--- config.mk ---
export PLATFORM = sky130hd
export DESIGN_NAME = univ_shift_reg
export DESIGN_NICKNAME = d
export VERILOG_FILES = /design/src/rtl/univ_shift_reg.sv
export SDC_FILE = /design/constraint.sdc
export NUM_CORES = 1
export LEC_CHECK = 0
export CELL_PAD_IN_SITES_DETAIL_PLACEMENT = 1
export CELL_PAD_IN_SITES_GLOBAL_PLACEMENT = 1
export CORE_MARGIN = 2
export CORE_UTILIZATION = 28
export CTS_BUF_LIST = sky130_fd_sc_hd__clkbuf_8
export DETAILED_ROUTE_END_ITERATION = 10
export GPL_TIMING_DRIVEN = 1
export MAX_ROUTING_LAYER = met4
export PLACE_DENSITY = 0.83
export SLEW_MARGIN = 5
export SYNTH_ARGS = -nofsm -noshare
export SYNTH_HDL_FRONTEND = slang
export SYNTH_SLANG_ARGS = --single-unit
--- constraint.sdc ---
create_clock -name clk -period 1.2 [get_ports clk]
set_clock_uncertainty 0.15 [all_clocks]
set_input_delay 0.18 -clock clk [delete_from_list [all_inputs] [get_ports clk]]
set_output_delay 0.18 -clock clk [all_outputs]
set_load 0.02 [all_outputs]
--- src/rtl/univ_shift_reg.sv ---
// univ_shift_reg: WIDTH-generic universal shift register.
// Modes: hold, shift left/right, parallel load, rotate left/right,
// arithmetic shift right, clear. Serial shifts (SHL/SHR) are counted and a
// one-cycle frame_done pulse follows every WIDTH-th serial shift.
module univ_shift_reg #(
    parameter int WIDTH = 8,
    parameter int CW    = $clog2(WIDTH)
) (
    input  logic             clk,
    input  logic             rst,
    input  logic             en,
    input  logic [2:0]       mode,
    input  logic             sl_in,
    input  logic             sr_in,
    input  logic [WIDTH-1:0] pin,
    output logic [WIDTH-1:0] pout,
    output logic             so_msb,
    output logic             so_lsb,
    output logic [CW-1:0]    shift_cnt,
    output logic             frame_done
);

    localparam logic [2:0] MODE_HOLD = 3'b000;
    localparam logic [2:0] MODE_SHL  = 3'b001;
    localparam logic [2:0] MODE_SHR  = 3'b010;
    localparam logic [2:0] MODE_LOAD = 3'b011;
    localparam logic [2:0] MODE_ROL  = 3'b100;
    localparam logic [2:0] MODE_ROR  = 3'b101;
    localparam logic [2:0] MODE_ASR  = 3'b110;
    localparam logic [2:0] MODE_CLR  = 3'b111;

    // Counter value reached just before the WIDTH-th serial shift of a frame.
    localparam logic [CW-1:0] CNT_LAST = CW'(WIDTH - 1);
    localparam logic [CW-1:0] CNT_ONE  = CW'(1);

    logic [WIDTH-1:0] q_q, q_d;
    logic [CW-1:0]    shift_cnt_q, shift_cnt_d;
    logic             frame_done_q, frame_done_d;
    logic             serial_shift;

    // Next register value selected by mode; en=0 or HOLD keeps contents.
    always_comb begin
        q_d = q_q;
        if (en) begin
            case (mode)
                MODE_HOLD: q_d = q_q;
                MODE_SHL:  q_d = {q_q[WIDTH-2:0], sl_in};
                MODE_SHR:  q_d = {sr_in, q_q[WIDTH-1:1]};
                MODE_LOAD: q_d = pin;
                MODE_ROL:  q_d = {q_q[WIDTH-2:0], q_q[WIDTH-1]};
                MODE_ROR:  q_d = {q_q[0], q_q[WIDTH-1:1]};
                MODE_ASR:  q_d = {q_q[WIDTH-1], q_q[WIDTH-1:1]};
                MODE_CLR:  q_d = '0;
                default:   q_d = q_q;
            endcase
        end
    end

    // Frame counter: only serial shifts advance it, load/clear restart the frame.
    always_comb begin
        shift_cnt_d  = shift_cnt_q;
        frame_done_d = 1'b0;
        serial_shift = en && ((mode == MODE_SHL) || (mode == MODE_SHR));
        if (serial_shift) begin
            if (shift_cnt_q == CNT_LAST) begin
                // Wrap on the same edge as the final shift so frames chain with no gap.
                shift_cnt_d  = '0;
                frame_done_d = 1'b1;
            end else begin
                shift_cnt_d = shift_cnt_q + CNT_ONE;
            end
        end else if (en && ((mode == MODE_LOAD) || (mode == MODE_CLR))) begin
            shift_cnt_d = '0;
        end
    end

    // State registers; reset clears data and aborts any frame in progress.
    always_ff @(posedge clk) begin
        if (rst) begin
            q_q          <= '0;
            shift_cnt_q  <= '0;
            frame_done_q <= 1'b0;
        end else begin
            q_q          <= q_d;
            shift_cnt_q  <= shift_cnt_d;
            frame_done_q <= frame_done_d;
        end
    end

    assign pout       = q_q;
    assign so_msb     = q_q[WIDTH-1];
    assign so_lsb     = q_q[0];
    assign shift_cnt  = shift_cnt_q;
    assign frame_done = frame_done_q;

endmodule

After elaboration in Yosys (flattened, before gate mapping). Index checks and enable logic that the tools add are counted. Widths: inputs -> output; s select.

$add $sub $neg: 1. Multiply operators: 0. Div/mod/pow operators: 0. Order comparisons: 0. Equal/unequal tests: 8. Shift operators: 0. Multiplexer cells: 5. Bitwise gates (word level): 3. Reduce and logical (&&, ||, !) cells: 9.

Operator list (number): $pmux 8 s7 (1); $eq 3x3->1 const B (5); $mux 3 (3); $eq 3x2->1 const B (2); $add 3x1->3 const B (1); $eq 3x1->1 const B (1); $logic_not 3->1 (1); $not 1->1 (3); $reduce_and 3->1 (1); $logic_and 1x1->1 (2); $logic_or 1x1->1 (2); $reduce_and 2->1 (1); $reduce_bool 2->1 (1); $reduce_or 2->1 (1); $mux 1 (1).

Flip-flop bits (word level): 12. Bits in latches: 0. Memory bits (writable): 0. Memory bits (read-only): 0. Input bits: 16. Output and inout port bits: 14. Word-level logic and storage cells: 30. Memories kept: 0.

Depth between registers and ports, before layout.
Depth after elaboration: 5. Depth in mapped cells: 5. Mapped depth without buffers: 4.

Least setup slack after synthesis. Ideal clock, no wire load.

Path type: flip-flop to flip-flop. Start: register shift_cnt_q[0] (netlist: shift_cnt[0]). End: register shift_cnt_q[2] (netlist: shift_cnt[2]). Arrival: 1052 ps. Slack: -120 ps. Stages on the path, launching flop included: 4. Buffers on the path: 0. Path through: dfxtp_1 ha_1 ha_1 a32o_1.

Word-level cells in the longest chain between the ends: 3.

Ends and longest elaborated chain: from (decl) (line 37) `logic [CW-1:0] shift_cnt_q, shift_cnt_d;`; from (signal assigned) (line 85) `shift_cnt_q <= shift_cnt_d;`; $add 3x1->3 or $eq 3x3->1 (tied branches) (line 70, 65); $mux 3 * (line 65) `if (shift_cnt_q == CNT_LAST) begin`; $mux 3 * (line 64) `if (serial_shift) begin`.

Mark *: on every way between the ends. The rest lies on a longest branch, timed or not. A chain may end at the register's enable or synchronous reset.

Worst setup path after layout.
Start: register q_q[6] (netlist: pout[6]). End: register q_q[7] (netlist: pout[7]).

Word-level cells in the longest chain between the ends: 1.

Ends and longest elaborated chain: from (decl) (line 36) `logic [WIDTH-1:0] q_q, q_d;`; from (signal assigned) (line 84) `q_q <= q_d;`; $pmux 8 s7 (line 45) `case (mode)`.

No other way between the ends.

==> impl_results.md <==
* Outcome: finished, violations left
* Failing checks: negative setup slack
* Die height at 56.2 um
* Site row count at 18
* Hold buffer count at CTS at 0
* Critical Path Start Type: register
* Reg clk slew, reported paths at 60 ps
* Leak at about 0.65 nW
* Final period utilization at 102%
* Clock share of power at 32.3%
* Net Sw Frac at about a third
* Critical-path cell list: buf_6, mux2i_1, o211a_1, a221oi_2
* Fmax at approximately 0.82 GHz
* Global Route Usage Sum at 21.9%
* Cell family with most CP delay: compound AO/OA/AOI/OAI gates
* GRT Residual Overflow at 0
* Later-pin clock latency in the skew report at ~260 ps
* Syn Nets at around 110
* Vias at 972
* Library cells used by synthesis at 31
* DP HPWL at 2190 um
* First-pass GRT wire length at 5200 um
* Fin. Hold Viols at 0
* PwrDens at 922 mW/mm2
* I/O Buffers at 29
* CP max stage cell: dfxtp_2
* Total CTS buffers at 3
* Area growth, synth to finish at 83.0%
* Post-Layout Cell Count at 183
* VDD IR max at 704 uV
* Max Root-Sink Buffers at 2
* Kind of critical path: reg -> reg
* Synth area leader: dfxtp_1
* Num ports at 30
* Post-route setup slack at -20.7 ps
* Initial Util at 30.3%
* Avg WL per Cell at 17.5 um
* Worst Path Required at around 1200 ps
* Max FO, Critical Path at 4
* Drt initial violations at 17
* Routed Antenna Nets at 0
* Final setup vio count at 2
* Mean Syn Cell Area at between 8 and 9 um2
* Routed WL at 3210 um
* CP Capture Type: register
* Pre-antenna DRT Iters at 4
* Measured slew at the worst slew-check pin at around 270 ps
* Netlist Area Pre-Place at 763 um2
* CTS tree: done
* Area contributors post-synth: dfxtp_1 (31%), a21oi_1 (7.2%), o21ai_0 (5.9%)
* Core area at 0.00252 mm2
* Comb pwr share at 33.5%
* H-Tree Depth at 1
* Sink Count at 12
* Worst relative slew slack at roughly 82%
* Sequential share of the synthesized area at 31.5%
* Minimum clock period at roughly 1200 ps
* ANT cells at 0
* Placer Congestion at 0.891
* Post-route DRC at 0
* Sequential Power Share at 34.1%
* Final core occ at 55.4%
* Worst EP arrival at approximately 1200 ps
* Final Max Tran Viols at 0
* Inst Count DP at 172
* Vias/cell at 5.31
* RSZ-0062 raised after global routing: yes
* Internal at 868 uW
* Die Footprint at 0.00316 mm2
* Ys Warns at 0
* Syn Inst Count at 91
* Initial antenna violation count at 0
* Largest net degree at the start of global routing at 9
* Vias in the first global route at 1,056
* Synth Register Bits at 12
* Die Wd at around 56 um
* Root buf cell: clkbuf_8
* Final net count at 172
* Top-area cell type share of the netlist area at 31.5%
* Fillers at ~300
* Min-delay worst type: in -> reg
* Largest stage delay, worst path at around 330 ps
* Share of cells above drive strength 1 at 50.3%
* Max-Cap Viols at 0
* Sw Pwr at approximately 420 uW
* Buf/Inv on CP at 1
-- power by group through the flow --
| stage | registers, mW | logic (mW) | clock network (mW) |
|---|---|---|---|
| 2_1_floorplan | 0.477 | 0.146 | 0 |
| 3_3_place_gp | 0.444 | 0.378 | 0 |
| 3_5_place_dp | 0.446 | 0.387 | 0 |
| 4_1_cts | 0.439 | 0.413 | 0.402 |
| 5_1_grt | 0.442 | 0.467 | 0.438 |
| 6_report | 0.439 | 0.432 | 0.416 |
-- metal layers --
layer	part of all wire (%)	track usage, %
met1	41	24.1
met4	2.6	8.16
met3	5.3	4.19
met5	0	-
met2	51	38.7
-- cells in the final DEF (no fill, tap or decap), types with 2 or more instances in the layout --
master,instances
buf_4,25
buf_2,12
clkdlybuf4s50_1,11
a21oi_1,10
buf_6,9
nand2_1,6
o21ai_2,6
dfxtp_1,6
nor2_1,5
inv_1,4
dfxtp_2,4
a21o_1,3
o21ai_0,3
nor3b_1,3
a221oi_2,3
a31oi_1,3
clkbuf_8,3
clkdlybuf4s15_2,3
nor2b_1,2
xor2_1,2
mux2i_1,2
a32o_1,2
a22oi_1,2
a21oi_2,2
ha_4,2
clkbuf_2,2
dfxtp_4,2
-- state kept, by name, summed over array words and instances, names as in the netlist --
register    cells
frame_done      1
shift_cnt       3
pout            8
-- worst register-to-register path, stage by stage (launching register included) --
cell	delay, ps
dfxtp_2	330
buf_6	110
mux2i_1	70
o211a_1	250
a221oi_2	220
-- cell type report --
cell class,count,area (um2),share of cell area [%]
clock buffers,3,41.3,2.96
repair buffers,63,513,36.7
multi-input cells,68,523,37.5
inverters,6,25.0,1.79
flip-flops and latches,12,253,18.1
well taps,30,37.5,2.69
clock inverters,1,3.75,0.269
-- logic make-up (layout without fill, tap and decap cells) --
kind of cell / count (synthesis) / after routing / share of synthesized area, %
compound gates: 42 / 42 / 37.4
xor+xnor: 2 / 2 / 2.30
fa+ha+maj: 2 / 2 / 3.28
buf+inv: 11 / 73 / 8.85
flops: 12 / 12 / 31.5
mux: 2 / 2 / 2.62
simple gates: 20 / 20 / 14.1
-- final timing paths --
kind	start	end	slack [ps]	cells past startpoint
hold reg to reg	shift_cnt[1]$_SDFFE_PP0P_	shift_cnt[1]$_SDFFE_PP0P_	390	1
setup reg to reg	pout[6]$_SDFFE_PP0P_	pout[7]$_SDFFE_PP0P_	-20	4
hold / removal	en	pout[7]$_SDFFE_PP0P_	130	3
setup / recovery	pout[6]$_SDFFE_PP0P_	pout[7]$_SDFFE_PP0P_	-20	4
-- synthesized netlist by cell type (all sizes together) --
library cell	n
a21oi	12
and2b	1
a221oi	4
o21ai	10
o21a	1
ha	2
mux2i	2
o21bai	1
inv	6
xor2	2
and2	1
nor2b	2
a221o	1
nor3b	3
a31oi	3
nor2	5
o31a	1
dfxtp	12
nand2	7
a222oi	1
a21o	3
o211a	1
buf	5
and3	1
a22oi	2
a32o	2
-- metrics by stage --
stage	hold slack [ps]	worst slack [ps]	total power, mW	TNS (ps)	cell area, um2
CTS	264	-53.0	1.25	-104	1390
detailed placement	387	-697	0.833	-8330	1270
finish	133	-20.7	1.29	-33.1	1400
global route	162	-94.4	1.35	-247	1400
floorplan	92.4	-18.8	0.623	-18.8	786
global placement	371	-622	0.822	-7520	1270
-- timing repair --
| item | CTS | global route |
|---|---|---|
| pin swaps | 10 | 8 |
| endpoints found under the setup margin | 26 | 14 |
| gates cloned | 1 | 0 |
| setup buffers | 4 | 2 |
| resized for setup | 81 | 16 |
(Power assumes the default switching activity.)
